$ cat config.mk
export PLATFORM = sky130hd
export DESIGN_NAME = fib_stack
export DESIGN_NICKNAME = d
export VERILOG_FILES = /design/src/rtl/fib_pkg.sv /design/src/rtl/fib_stack_mem.sv /design/src/rtl/fib_stack.sv
export SDC_FILE = /design/constraint.sdc
export NUM_CORES = 1
export LEC_CHECK = 0
export ABC_AREA = 1
export CAP_MARGIN = 20
export CORE_ASPECT_RATIO = 0.75
export CORE_MARGIN = 2
export CORE_UTILIZATION = 40
export DETAILED_ROUTE_END_ITERATION = 16
export SLEW_MARGIN = 20
export SYNTH_ARGS = -nofsm -noshare
export SYNTH_HDL_FRONTEND = slang
export SYNTH_SLANG_ARGS = --single-unit
$ cat constraint.sdc
create_clock -name clk -period 8.3 [get_ports clk]
set_clock_uncertainty 0.15 [all_clocks]
set_input_delay 1.66 -clock clk [delete_from_list [all_inputs] [get_ports clk]]
set_output_delay 1.66 -clock clk [all_outputs]
set_load 0.02 [all_outputs]
$ cat src/rtl/fib_pkg.sv
// Shared definitions for the recursive-Fibonacci datapath and controllers.
// Holds the push-source encodings and the default word width / stack depth.
package fib_pkg;

    localparam int FIB_DATA_W = 16;
    localparam int FIB_DEPTH  = 32;

    typedef enum logic [1:0] {
        SRC_FLAG = 2'd0,
        SRC_N    = 2'd1,
        SRC_RET  = 2'd2,
        SRC_ZERO = 2'd3
    } push_src_e;

endpackage

$ cat src/rtl/fib_stack_mem.sv
// Stack storage: DEPTH x DATA_W register array.
// Ports: clk; we/waddr/wdata synchronous write port; raddr/rdata
// asynchronous read port (driven by the parent with sp-1).
module fib_stack_mem
    import fib_pkg::*;
#(
    parameter int   DATA_W = FIB_DATA_W,
    parameter int   DEPTH  = FIB_DEPTH,
    localparam int  PTR_W  = $clog2(DEPTH)
) (
    input  logic              clk,
    input  logic              we,
    input  logic [PTR_W-1:0]  waddr,
    input  logic [DATA_W-1:0] wdata,
    input  logic [PTR_W-1:0]  raddr,
    output logic [DATA_W-1:0] rdata
);

    logic [DATA_W-1:0] mem_q [DEPTH];

    always_ff @(posedge clk) begin
        if (we) begin
            mem_q[waddr] <= wdata;
        end
    end

    assign rdata = mem_q[raddr];

endmodule

$ cat src/rtl/fib_stack.sv
// LIFO of call-frame words plus the flag / n / return-value frame
// registers loaded by the Fibonacci stack controller.
// Ports: clk, rst_n (sync, active low); push/pop strobes with push_src
// selecting flag_in / n_in / ret_in / zero; en_f/en_n/en_res load the
// frame registers from the current top word; clr_err clears the sticky
// errors. Outputs: flag_q, n_q, res_q, combinational top, count,
// empty, full, ovf_err, unf_err.
module fib_stack
    import fib_pkg::*;
#(
    parameter int   DATA_W = FIB_DATA_W,
    parameter int   DEPTH  = FIB_DEPTH,
    localparam int  PTR_W  = $clog2(DEPTH)
) (
    input  logic              clk,
    input  logic              rst_n,
    input  logic              push,
    input  logic              pop,
    input  logic [1:0]        push_src,
    input  logic              en_f,
    input  logic              en_n,
    input  logic              en_res,
    input  logic [DATA_W-1:0] flag_in,
    input  logic [DATA_W-1:0] n_in,
    input  logic [DATA_W-1:0] ret_in,
    input  logic              clr_err,
    output logic [DATA_W-1:0] flag_q,
    output logic [DATA_W-1:0] n_q,
    output logic [DATA_W-1:0] res_q,
    output logic [DATA_W-1:0] top,
    output logic [PTR_W:0]    count,
    output logic              empty,
    output logic              full,
    output logic              ovf_err,
    output logic              unf_err
);

    localparam logic [PTR_W:0] SP_FULL = (PTR_W+1)'(DEPTH);
    localparam logic [PTR_W:0] SP_ONE  = (PTR_W+1)'(1);

    logic [PTR_W:0]    sp_q, sp_d, sp_m1;
    logic [DATA_W-1:0] flag_d, n_d, res_d;
    logic              ovf_d, unf_d;
    logic              is_empty, is_full;
    logic [DATA_W-1:0] push_word, rd_word;
    logic              mem_we;
    logic [PTR_W-1:0]  mem_waddr;

    assign sp_m1    = sp_q - SP_ONE;
    assign is_empty = (sp_q == '0);
    assign is_full  = (sp_q == SP_FULL);

    fib_stack_mem #(
        .DATA_W (DATA_W),
        .DEPTH  (DEPTH)
    ) u_mem (
        .clk   (clk),
        .we    (mem_we),
        .waddr (mem_waddr),
        .wdata (push_word),
        .raddr (sp_m1[PTR_W-1:0]),
        .rdata (rd_word)
    );

    // Memory contents are not reset, so mask the read while empty.
    assign top = is_empty ? '0 : rd_word;

    always_comb begin
        push_word = '0;
        case (push_src_e'(push_src))
            SRC_FLAG: push_word = flag_in;
            SRC_N:    push_word = n_in;
            SRC_RET:  push_word = ret_in;
            SRC_ZERO: push_word = '0;
            default:  push_word = '0;
        endcase
    end

    always_comb begin
        sp_d      = sp_q;
        mem_we    = 1'b0;
        mem_waddr = sp_q[PTR_W-1:0];
        ovf_d     = ovf_err & ~clr_err;
        unf_d     = unf_err & ~clr_err;

        if (push && pop) begin
            if (!is_empty) begin
                // Replace in place: no pointer motion, so never an overflow.
                mem_we    = 1'b1;
                mem_waddr = sp_m1[PTR_W-1:0];
            end else begin
                // Nothing to pop; the push still lands (empty is never full).
                mem_we = 1'b1;
                sp_d   = sp_q + SP_ONE;
                unf_d  = 1'b1;
            end
        end else if (push) begin
            if (is_full) begin
                ovf_d = 1'b1;
            end else begin
                mem_we = 1'b1;
                sp_d   = sp_q + SP_ONE;
            end
        end else if (pop) begin
            if (is_empty) begin
                unf_d = 1'b1;
            end else begin
                sp_d = sp_m1;
            end
        end

        // Loads see top as it stands before the edge, so a same-cycle pop
        // captures the word being removed.
        flag_d = en_f   ? top : flag_q;
        n_d    = en_n   ? top : n_q;
        res_d  = en_res ? top : res_q;
    end

    always_ff @(posedge clk) begin
        if (!rst_n) begin
            sp_q    <= '0;
            flag_q  <= '0;
            n_q     <= '0;
            res_q   <= '0;
            ovf_err <= 1'b0;
            unf_err <= 1'b0;
        end else begin
            sp_q    <= sp_d;
            flag_q  <= flag_d;
            n_q     <= n_d;
            res_q   <= res_d;
            ovf_err <= ovf_d;
            unf_err <= unf_d;
        end
    end

    assign count = sp_q;
    assign empty = is_empty;
    assign full  = is_full;

endmodule

==> results_dict.tcl, run 1 <==
set metrics [dict create \
    ys_warn_count 0 \
    drt-vias-per-instance 5.311 \
    min_to "unf_err" \
    num_io_pins 132 \
    routedWlPerCell_um 21.60 \
    rows 76 \
    drive_above_1_share 0.07130 \
    seq_area_frac_synth 0.7102 \
    r2r-end "u_mem.mem_q[24][2]" \
    status "completed" \
    grt_pass1_vias 15480 \
    drt_iter0_markers 1650 \
    nFillCells 5266 \
    rsz0062_at_grt "false" \
    synth_area_per_cell_um2 11.21 \
    antenna_found_initial 2 \
    r2r_slack_ns 3.65 \
    post_cts_buffers 0 \
    required_ns 6.49 \
    via_count 15990 \
    cp_num_buf_inv 5 \
    finalCriticalPeriod_ns 6.291 \
    routed_wl_um 65020 \
    grt_max_degree 131 \
    cts_resized 0 \
    drc 0 \
    cts_tree "built" \
    p_leak_nw 9.792 \
    maxCapViolCount 0 \
    criticalPathCategory "reg -> out" \
    holdCritPathClass "reg -> reg" \
    worst_pin_slew_ns 1.117 \
    critPathMaxStageDelay_ns 0.61 \
    io_buffers 131 \
    first_pass_iters 5 \
    slew_headroom 0.2525 \
    fin_crit_sh 0.7579 \
    antennaDiodeCount 0 \
    synth_cells 2072 \
    overflow 0 \
    hold_viol 0 \
    final_antenna_net_count 0 \
    clock_latency_ns 0.62 \
    critPathCaptureType "output port" \
    core_region_area_um2 57440 \
    dieArea_um2 60030 \
    cp.depth 11 \
    die_h_um 212.7 \
    cts_hold_buf 0 \
    start_util 0.4044 \
    min_from "unf_err" \
    cp-start-kind "flop" \
    place_congestion 0.8395 \
    cellPowerDensity_nw_per_um2 320.9 \
    drv_slew 0 \
    nets 2248 \
    reg2regPathDepth 10 \
    clock-root-buffer "clkbuf_16" \
    cpMostUsedCell "nand3_1" \
    cts_buffer_depth 3 \
    worstPathCellList "inv_8 -> ha_4 -> inv_4 -> buf_4 -> nand3_1 -> nand3_1 -> nand3_1 -> nand3_1 -> nand3_1 -> inv_1 -> clkdlybuf4s50_1" \
    synth_area_um2 23230 \
    min_path_cells 2 \
    final_util 0.4702 \
    h-tree-depth 2 \
    areaGrowthSynthToFinish_pct 16.26 \
    r2r_start "count[0]" \
    vdd_drop_max_mv 0.1899 \
    clkSinkCount 568 \
    grtUsageTotal 0.2170 \
    cts_made_buffers 55 \
    slowest_stage "clkdlybuf4s50_1" \
    finalSetupTns_ns 0 \
    die_w_um 282.3 \
    arrival_ns 4.48 \
    crit_path_max_fanout 81 \
    yosys.cell_types.count 32 \
    setup_viol 0 \
    path_delay_family "buffers and inverters" \
    grt_pass1_wl_um 97060 \
    ys_ff_latch 568 \
    syn_nets 2133 \
    hpwl_um 37380 \
    clock.fmax_ghz 0.1590 \
    clk_pin_slew_ns 0.07 \
]
==> state kept, by name, indices dropped and copies added, names as in the netlist <==
| register | cells |
|---|---|
| count | 6 |
| flag_q | 16 |
| res_q | 16 |
| ovf_err | 1 |
| n_q | 16 |
| unf_err | 1 |
| u_mem.mem_q | 512 |
==> layout by cell type, fill, tap and decap left out, types with 16 or more instances in the layout <==
| master | count |
|---|---|
| buf_4 | 53 |
| nand2_1 | 660 |
| edfxtp_1 | 512 |
| inv_1 | 48 |
| clkbuf_16 | 55 |
| o21ai_0 | 58 |
| dfxtp_1 | 55 |
| clkbuf_1 | 16 |
| clkdlybuf4s50_1 | 130 |
| nand3_1 | 471 |
| a21oi_1 | 53 |
| nor2_1 | 39 |
| clkinv_1 | 16 |
==> synthesized netlist by cell type <==
cell	number	share of area
buf_4	10	0.0032
a31oi_1	2	0.00054
xor2_1	3	0.0011
edfxtp_1	512	0.66
nand3_1	479	0.10
nand3_2	7	0.0030
clkbuf_1	38	0.0061
nand4_1	1	0.00027
nor2_1	41	0.0066
o31ai_1	2	0.00065
nor3_1	1	0.00022
inv_1	48	0.0078
buf_2	70	0.015
nand4_4	1	0.00092
buf_1	9	0.0015
nand2_1	661	0.11
xnor2_1	1	0.00038
buf_6	1	0.00048
o21ai_0	58	0.012
ha_1	3	0.0016
and2_1	1	0.00027
o21ai_2	1	0.00038
inv_4	1	0.00027
inv_2	3	0.00048
a21oi_2	1	0.00038
a21oi_1	53	0.011
xor2_4	1	0.0012
dfxtp_1	56	0.048
nand2_2	2	0.00054
o22ai_2	3	0.0016
nor2_4	1	0.00048
nand3_4	1	0.00075
==> kinds of logic (layout without fill, tap and decap cells) <==
logic type	Yosys count	in the layout	synth area share
AO/OA/AOI/OAI	120	120	0.02747
buffers and inverters	180	338	0.03491
AND/OR/NAND/NOR	1196	1196	0.2231
adder cells (fa/ha/maj)	3	3	0.001616
flip-flops	568	568	0.7102
XOR/XNOR	5	5	0.002694
==> metal layers <==
| metal | vias up | share of wire | global-route usage |
|---|---|---|---|
| met5 | - | 0 | 0 |
| met4 | 0 | 0.026 | 0.06732 |
| met3 | 99 | 0.090 | 0.04475 |
| met2 | 675 | 0.46 | 0.3362 |
| met1 | 7738 | 0.43 | 0.3079 |
| li1 | 7473 | - | - |
==> layout make-up <==
class,count,area [um2],share of cell area
inverters,52,205.2,0.007599
clock inverters,29,170.2,0.006302
multi-input cells,1324,5981,0.2215
well taps,780,975.9,0.03614
flip-flops and latches,568,16500,0.6110
repair buffers,186,1735,0.06427
clock buffers,71,1436,0.05319
==> per-stage QoR <==
step	cells	setup WS (ns)	cell area [um2]	total power [mW]	hold slack, ns
6_report	3010	2.009	27000	8.665	0.3223
5_1_grt	3010	1.862	27000	9.091	0.3413
3_3_place_gp	2910	2.707	25390	6.393	0.3074
4_1_cts	3010	2.057	27000	8.706	0.3268
3_5_place_dp	2910	2.719	25390	6.420	0.3170
2_1_floorplan	2072	3.986	23230	5.227	0.3874
==> worst register-to-register path: stages, from the launching register on <==
cell and delay [ns]:
dfxtp_4 0.39, inv_8 0.39, ha_1 0.31, nand2_1 0.08, nand2_2 0.60, buf_4 0.53, o22ai_2 0.25, inv_1 0.17
nand3_1 0.17, nor2_1 0.90, buf_4 0.38
==> power by group <==
part | switching [mW] | internal [mW]
clock | 1.07 | 1.22
sequential | 0.0766 | 3.35
combinational | 2.06 | 0.879
total | 3.21 | 5.45
==> worst max path at each step <==
stage | start | endpoint | slack [ns]
after floorplan | count[0] | top[14] | 3.99
after global placement | count[0] | top[13] | 2.71
after detailed placement | count[0] | top[13] | 2.72
after CTS | count[0] | top[13] | 2.06
after global routing | count[0] | top[13] | 1.86
final | count[0] | top[14] | 2.01
No activity file was read; power rests on OpenSTA's default activity.
==> run 2, diff against run 1 <==
- clock period: 8.3 -> 6.09 ns (I/O delays scaled with it)
==> run 2 against run 1 <==
Net effect:
- non-clock buffer count rose by 9
- critical path depth rose by 2
- global-route usage fell by 0.64 points
- count of clock-buffer cells in the layout fell by 10
- combinational power rose by 36%
- routed wire length fell by 2.8%
- sequential cell count did not move
- sequential share of layout area fell by 0.54 points
- total power rose by 40%
- clock power rose by 48%
- final area rose by 0.89%
- largest cell class unchanged
==> results_dict.tcl, run 2 (same netlist as run 1, synthesis figures left out) <==
set metrics [dict create \
    reg2regPathDepth 8 \
    p_leak_nw 9.937 \
    largest_reg_flops 512 \
    top_layer "met4" \
    slew_headroom 0.3172 \
    slowest_stage "dfxtp_4" \
    die_h_um 212.7 \
    wl_met3_um 5193 \
    place_congestion 0.8163 \
    critPathCaptureType "output port" \
    core_region_area_um2 57440 \
    r2r_start "count[0]" \
    final_cells 3016 \
    r2r-end "u_mem.mem_q[16][6]" \
    required_ns 4.72 \
    finalSetupTns_ns 0 \
    start_util 0.4044 \
    crit_path_max_fanout 44 \
    r2r_slack_ns 2.14 \
    final_cell_mix "nand2_1, edfxtp_1, nand3_1, clkdlybuf4s50_1" \
    cts_resized 0 \
    grt_pass1_wl_um 94880 \
    path_delay_family "buffers and inverters" \
    setup_viol 0 \
    h-tree-depth 2 \
    hpwl_um 35500 \
    arrival_ns 4.25 \
    rows 76 \
    overflow 0 \
    clock.fmax_ghz 0.1781 \
    hold_viol 0 \
    nFillCells 5166 \
    die_w_um 282.3 \
    min_path_cells 2 \
    clkSinkCount 568 \
    largest-register "u_mem.mem_q" \
    status "completed" \
    cts_hold_buf 0 \
    clock-root-buffer "clkbuf_16" \
    critPathMaxStageDelay_ns 0.72 \
    drt_iter0_markers 1807 \
    routedWlPerCell_um 20.95 \
    rsz0062_at_grt "false" \
    routed_wl_um 63200 \
    cts_buffer_depth 3 \
    final_common_cell "nand2_1" \
    via_count 15970 \
    dieArea_um2 60030 \
    final_antenna_net_count 0 \
    drt-vias-per-instance 5.296 \
    first_pass_iters 5 \
    worstPathCellList "inv_8 -> ha_1 -> inv_1 -> nand2_1 -> nand2_2 -> buf_4 -> nand3_1 -> nand3_1 -> nand2_1 -> nand2_1 -> nand3_1 -> inv_1 -> clkdlybuf4s50_1" \
    nets 2255 \
    finalPower_mw 12.09 \
    cp-start-kind "flop" \
    vdd_drop_max_mv 0.4889 \
    min_from "ovf_err" \
    grtUsageTotal 0.2105 \
    cts_tree "built" \
    drt-met1-wl_um 27970 \
    dpl.cell_count 2919 \
    fin_crit_sh 0.9219 \
    areaGrowthSynthToFinish_pct 17.29 \
    met2_length_um 28560 \
    cts_made_buffers 53 \
    post_cts_buffers 0 \
    drv_slew 0 \
    grt_pass1_vias 15300 \
    criticalPathCategory "reg -> out" \
    cellPowerDensity_nw_per_um2 443.7 \
    drive_above_1_share 0.07871 \
    maxCapViolCount 0 \
    io_buffers 131 \
    num_io_pins 132 \
    clk_pin_slew_ns 0.07 \
    drc 0 \
    finalCriticalPeriod_ns 5.614 \
    cp_num_buf_inv 5 \
    clock_latency_ns 0.59 \
    antenna_found_initial 2 \
    grt_max_degree 161 \
    min_to "ovf_err" \
    holdCritPathClass "reg -> reg" \
    worst_pin_slew_ns 1.021 \
    antennaDiodeCount 0 \
]
## run 2: cell count changes in the layout (fill, tap and decap cells not counted), moves of 4 or more
cell       before  now
clkinv_1       16   11
buf_4          53   58
clkbuf_1       16    6
nand3_2        15   11
buf_12          1    6
clkinv_2        7   14
nand3_1       471  475
bufinv_16       0    7
## run 2: metal layers
layer / vias to the layer above / GRT usage
met2: 673 / 0.3253
met3: 91 / 0.03884
met1: 7719 / 0.3067
met5: - / 0
met4: 0 / 0.05546
li1: 7491 / -
## run 2: final cells by class
| class | count | area, um2 | share of cell area |
|---|---|---|---|
| inverters | 52 | 205.2 | 0.007532 |
| repair buffers | 195 | 1852 | 0.06797 |
| clock inverters | 36 | 355.3 | 0.01304 |
| multi-input cells | 1324 | 5956 | 0.2186 |
| well taps | 780 | 975.9 | 0.03582 |
| clock buffers | 61 | 1399 | 0.05135 |
| flip-flops and latches | 568 | 16500 | 0.6057 |
## run 2: how the worst max path moves through the flow
stage                     startpoint       to  slack (ns)  cells past startpoint
final                       count[0]   top[9]        0.48                     13
after global routing        count[0]   top[9]        0.18                     13
after CTS                   count[0]   top[9]        0.44                     13
after detailed placement    count[0]   top[9]        1.08                     13
after global placement      count[0]   top[9]        1.09                     13
after floorplan             count[0]  top[14]        2.22                     15
## run 2: where the power goes
group,internal (mW),total (mW),switching (mW),leakage [nW]
registers,4.57,4.69,0.121,5.13
logic,1.23,4.01,2.78,3.94
clock network,1.94,3.39,1.45,0.869
## run 2: per-stage QoR
| step | util | setup WS (ns) | hold slack [ns] | cell area, um2 |
|---|---|---|---|---|
| floorplan | - | 2.218 | 0.3874 | 23230 |
| global placement | 0.4440 | 1.092 | 0.3112 | 25500 |
| detailed placement | 0.4440 | 1.076 | 0.3169 | 25500 |
| CTS | 0.4746 | 0.4375 | 0.3258 | 27260 |
| global route | 0.4743 | 0.1763 | 0.3471 | 27240 |
| finish | 0.4743 | 0.4758 | 0.3277 | 27240 |
## run 2: worst reg2reg max path, stage by stage (launching register included)
cell     delay (ns)
dfxtp_4        0.72
inv_8          0.21
ha_4           0.35
buf_12         0.54
o21ai_2        0.27
a21oi_2        0.15
nand2_1        0.27
nor2_1         0.61
buf_4          0.36
==> run 3, diff against run 2 <==
- CORE_ASPECT_RATIO: 0.75 -> not set
- CTS_BUF_LIST: not set -> sky130_fd_sc_hd__clkbuf_16
==> run 3 against run 2 <==
Net effect:
- sequential power about the same
- utilization down 0.18 points
- cell count down 0.20%
- non-clock buffer count down 2
- final area down 0.11%
- worst hold slack worse by 0.012 ns
- worst setup slack better by 0.079 ns
- clock power down 2%
- critical path type unchanged
- highest routed layer unchanged
==> results_dict.tcl, run 3 (same netlist as run 1, synthesis figures left out) <==
set metrics [dict create \
    routedWlPerCell_um 21.59 \
    die_w_um 245.0 \
    arrival_ns 4.17 \
    core_region_area_um2 57590 \
    worst_pin_slew_ns 1.098 \
    drv_slew 0 \
    post_cts_buffers 0 \
    grt_pass1_wl_um 97390 \
    finalCriticalPeriod_ns 5.535 \
    status "completed" \
    required_ns 4.72 \
    grtUsageTotal 0.2159 \
    fin_crit_sh 0.9088 \
    cts_hold_buf 0 \
    dieArea_um2 60010 \
    clock_latency_ns 0.61 \
    routed_wl_um 64970 \
    final_cell_mix "nand2_1, edfxtp_1, nand3_1, clkdlybuf4s50_1, inv_1" \
    slew_headroom 0.2678 \
    clock.fmax_ghz 0.1807 \
    first_pass_iters 6 \
    clkSinkCount 568 \
    final_cells 3010 \
    areaGrowthSynthToFinish_pct 17.16 \
    dpl.cell_count 2902 \
    criticalPathCategory "reg -> out" \
    die_h_um 245.0 \
    p_leak_nw 10.02 \
    grt_max_degree 202 \
    drc 0 \
    drt-vias-per-instance 5.359 \
    h-tree-depth 2 \
    rows 88 \
    final_util 0.4726 \
    via_count 16130 \
    crit_path_max_fanout 131 \
    rsz0062_at_grt "false" \
    final_common_cell "nand2_1" \
    r2r_slack_ns 2.38 \
    setup_viol 0 \
    overflow 0 \
    drt_iter0_markers 1903 \
    critPathCaptureType "output port" \
    holdCritPathClass "reg -> reg" \
    num_io_pins 132 \
    cp-start-kind "flop" \
    cellPowerDensity_nw_per_um2 442.1 \
    antennaDiodeCount 0 \
    final_antenna_net_count 0 \
    place_congestion 0.9111 \
    antenna_found_initial 0 \
    finalSetupTns_ns 0 \
    drive_above_1_share 0.07528 \
    cts_made_buffers 57 \
    io_buffers 131 \
    cts_tree "built" \
    maxCapViolCount 0 \
    clk_pin_slew_ns 0.06 \
    hold_viol 0 \
    largest-register "u_mem.mem_q" \
    largest_reg_flops 512 \
    clock-root-buffer "clkbuf_16" \
    vdd_drop_max_mv 0.3352 \
    nets 2257 \
    hold_ws_ns 0.3159 \
    cts_resized 0 \
    start_util 0.4034 \
    hpwl_um 37550 \
    grt_pass1_vias 15270 \
    cts_buffer_depth 3 \
]
[run 3: cell count changes in the layout (fill, tap and decap cells not counted), sizes merged]
| cell | delta |
|---|---|
| clkbuf | -1 |
| inv | +30 |
| clkdlybuf4s50 | +3 |
| clkinv | -13 |
| buf | -5 |
| bufinv | -5 |
[run 3: cell type report]
cell class | instances | area, um2
sequential | 568 | 16500
clock buffer | 60 | 1501
multi-input combinational | 1324 | 5951
inverter | 52 | 205.2
fill | 5171 | 30370
timing repair buffer | 193 | 1839
clock inverter | 48 | 259.0
tap | 765 | 957.2
[run 3: per-stage QoR]
stage	setup WS (ns)	total power, mW	instance area [um2]
after CTS	0.5317	12.09	27210
after detailed placement	1.196	8.790	25450
after global placement	1.196	8.760	25450
after global routing	0.3683	12.60	27210
final	0.5552	12.03	27210
after floorplan	2.218	7.124	23230
[run 3: final timing paths]
path	endpoint	cells past startpoint	from
max	top[8]	11	count[0]
min	unf_err	2	unf_err
max reg2reg	u_mem.mem_q[31][1]	9	count[0]
min reg2reg	unf_err	2	unf_err
[run 3: critical path, cell delays in order (launching register included)]
cell and delay, ns:
dfxtp_4 0.37, inv_8 0.47, ha_4 0.27, buf_12 0.51
nand3_1 0.37, nand3_1 0.19, nand3_1 0.19, nand2_1 0.12
nand2_1 0.05, nand3_1 0.24, inv_1 0.08, clkdlybuf4s50_1 0.54
[run 3: per-layer routing]
metal / GRT usage / part of all wire / vias to the layer above
li1: - / - / 7511
met1: 0.3076 / 0.44 / 7821
met2: 0.3329 / 0.45 / 696
met3: 0.03980 / 0.081 / 102
met4: 0.07407 / 0.031 / 0
met5: 0 / 0 / -
[run 3: power breakdown]
part	switching, mW	leakage (nW)	total, mW	internal [mW]
sequential	0.109	5.13	4.68	4.57
combinational	2.82	3.91	4.05	1.23
clock	1.45	0.969	3.31	1.85
total	4.38	10.0	12.0	7.65
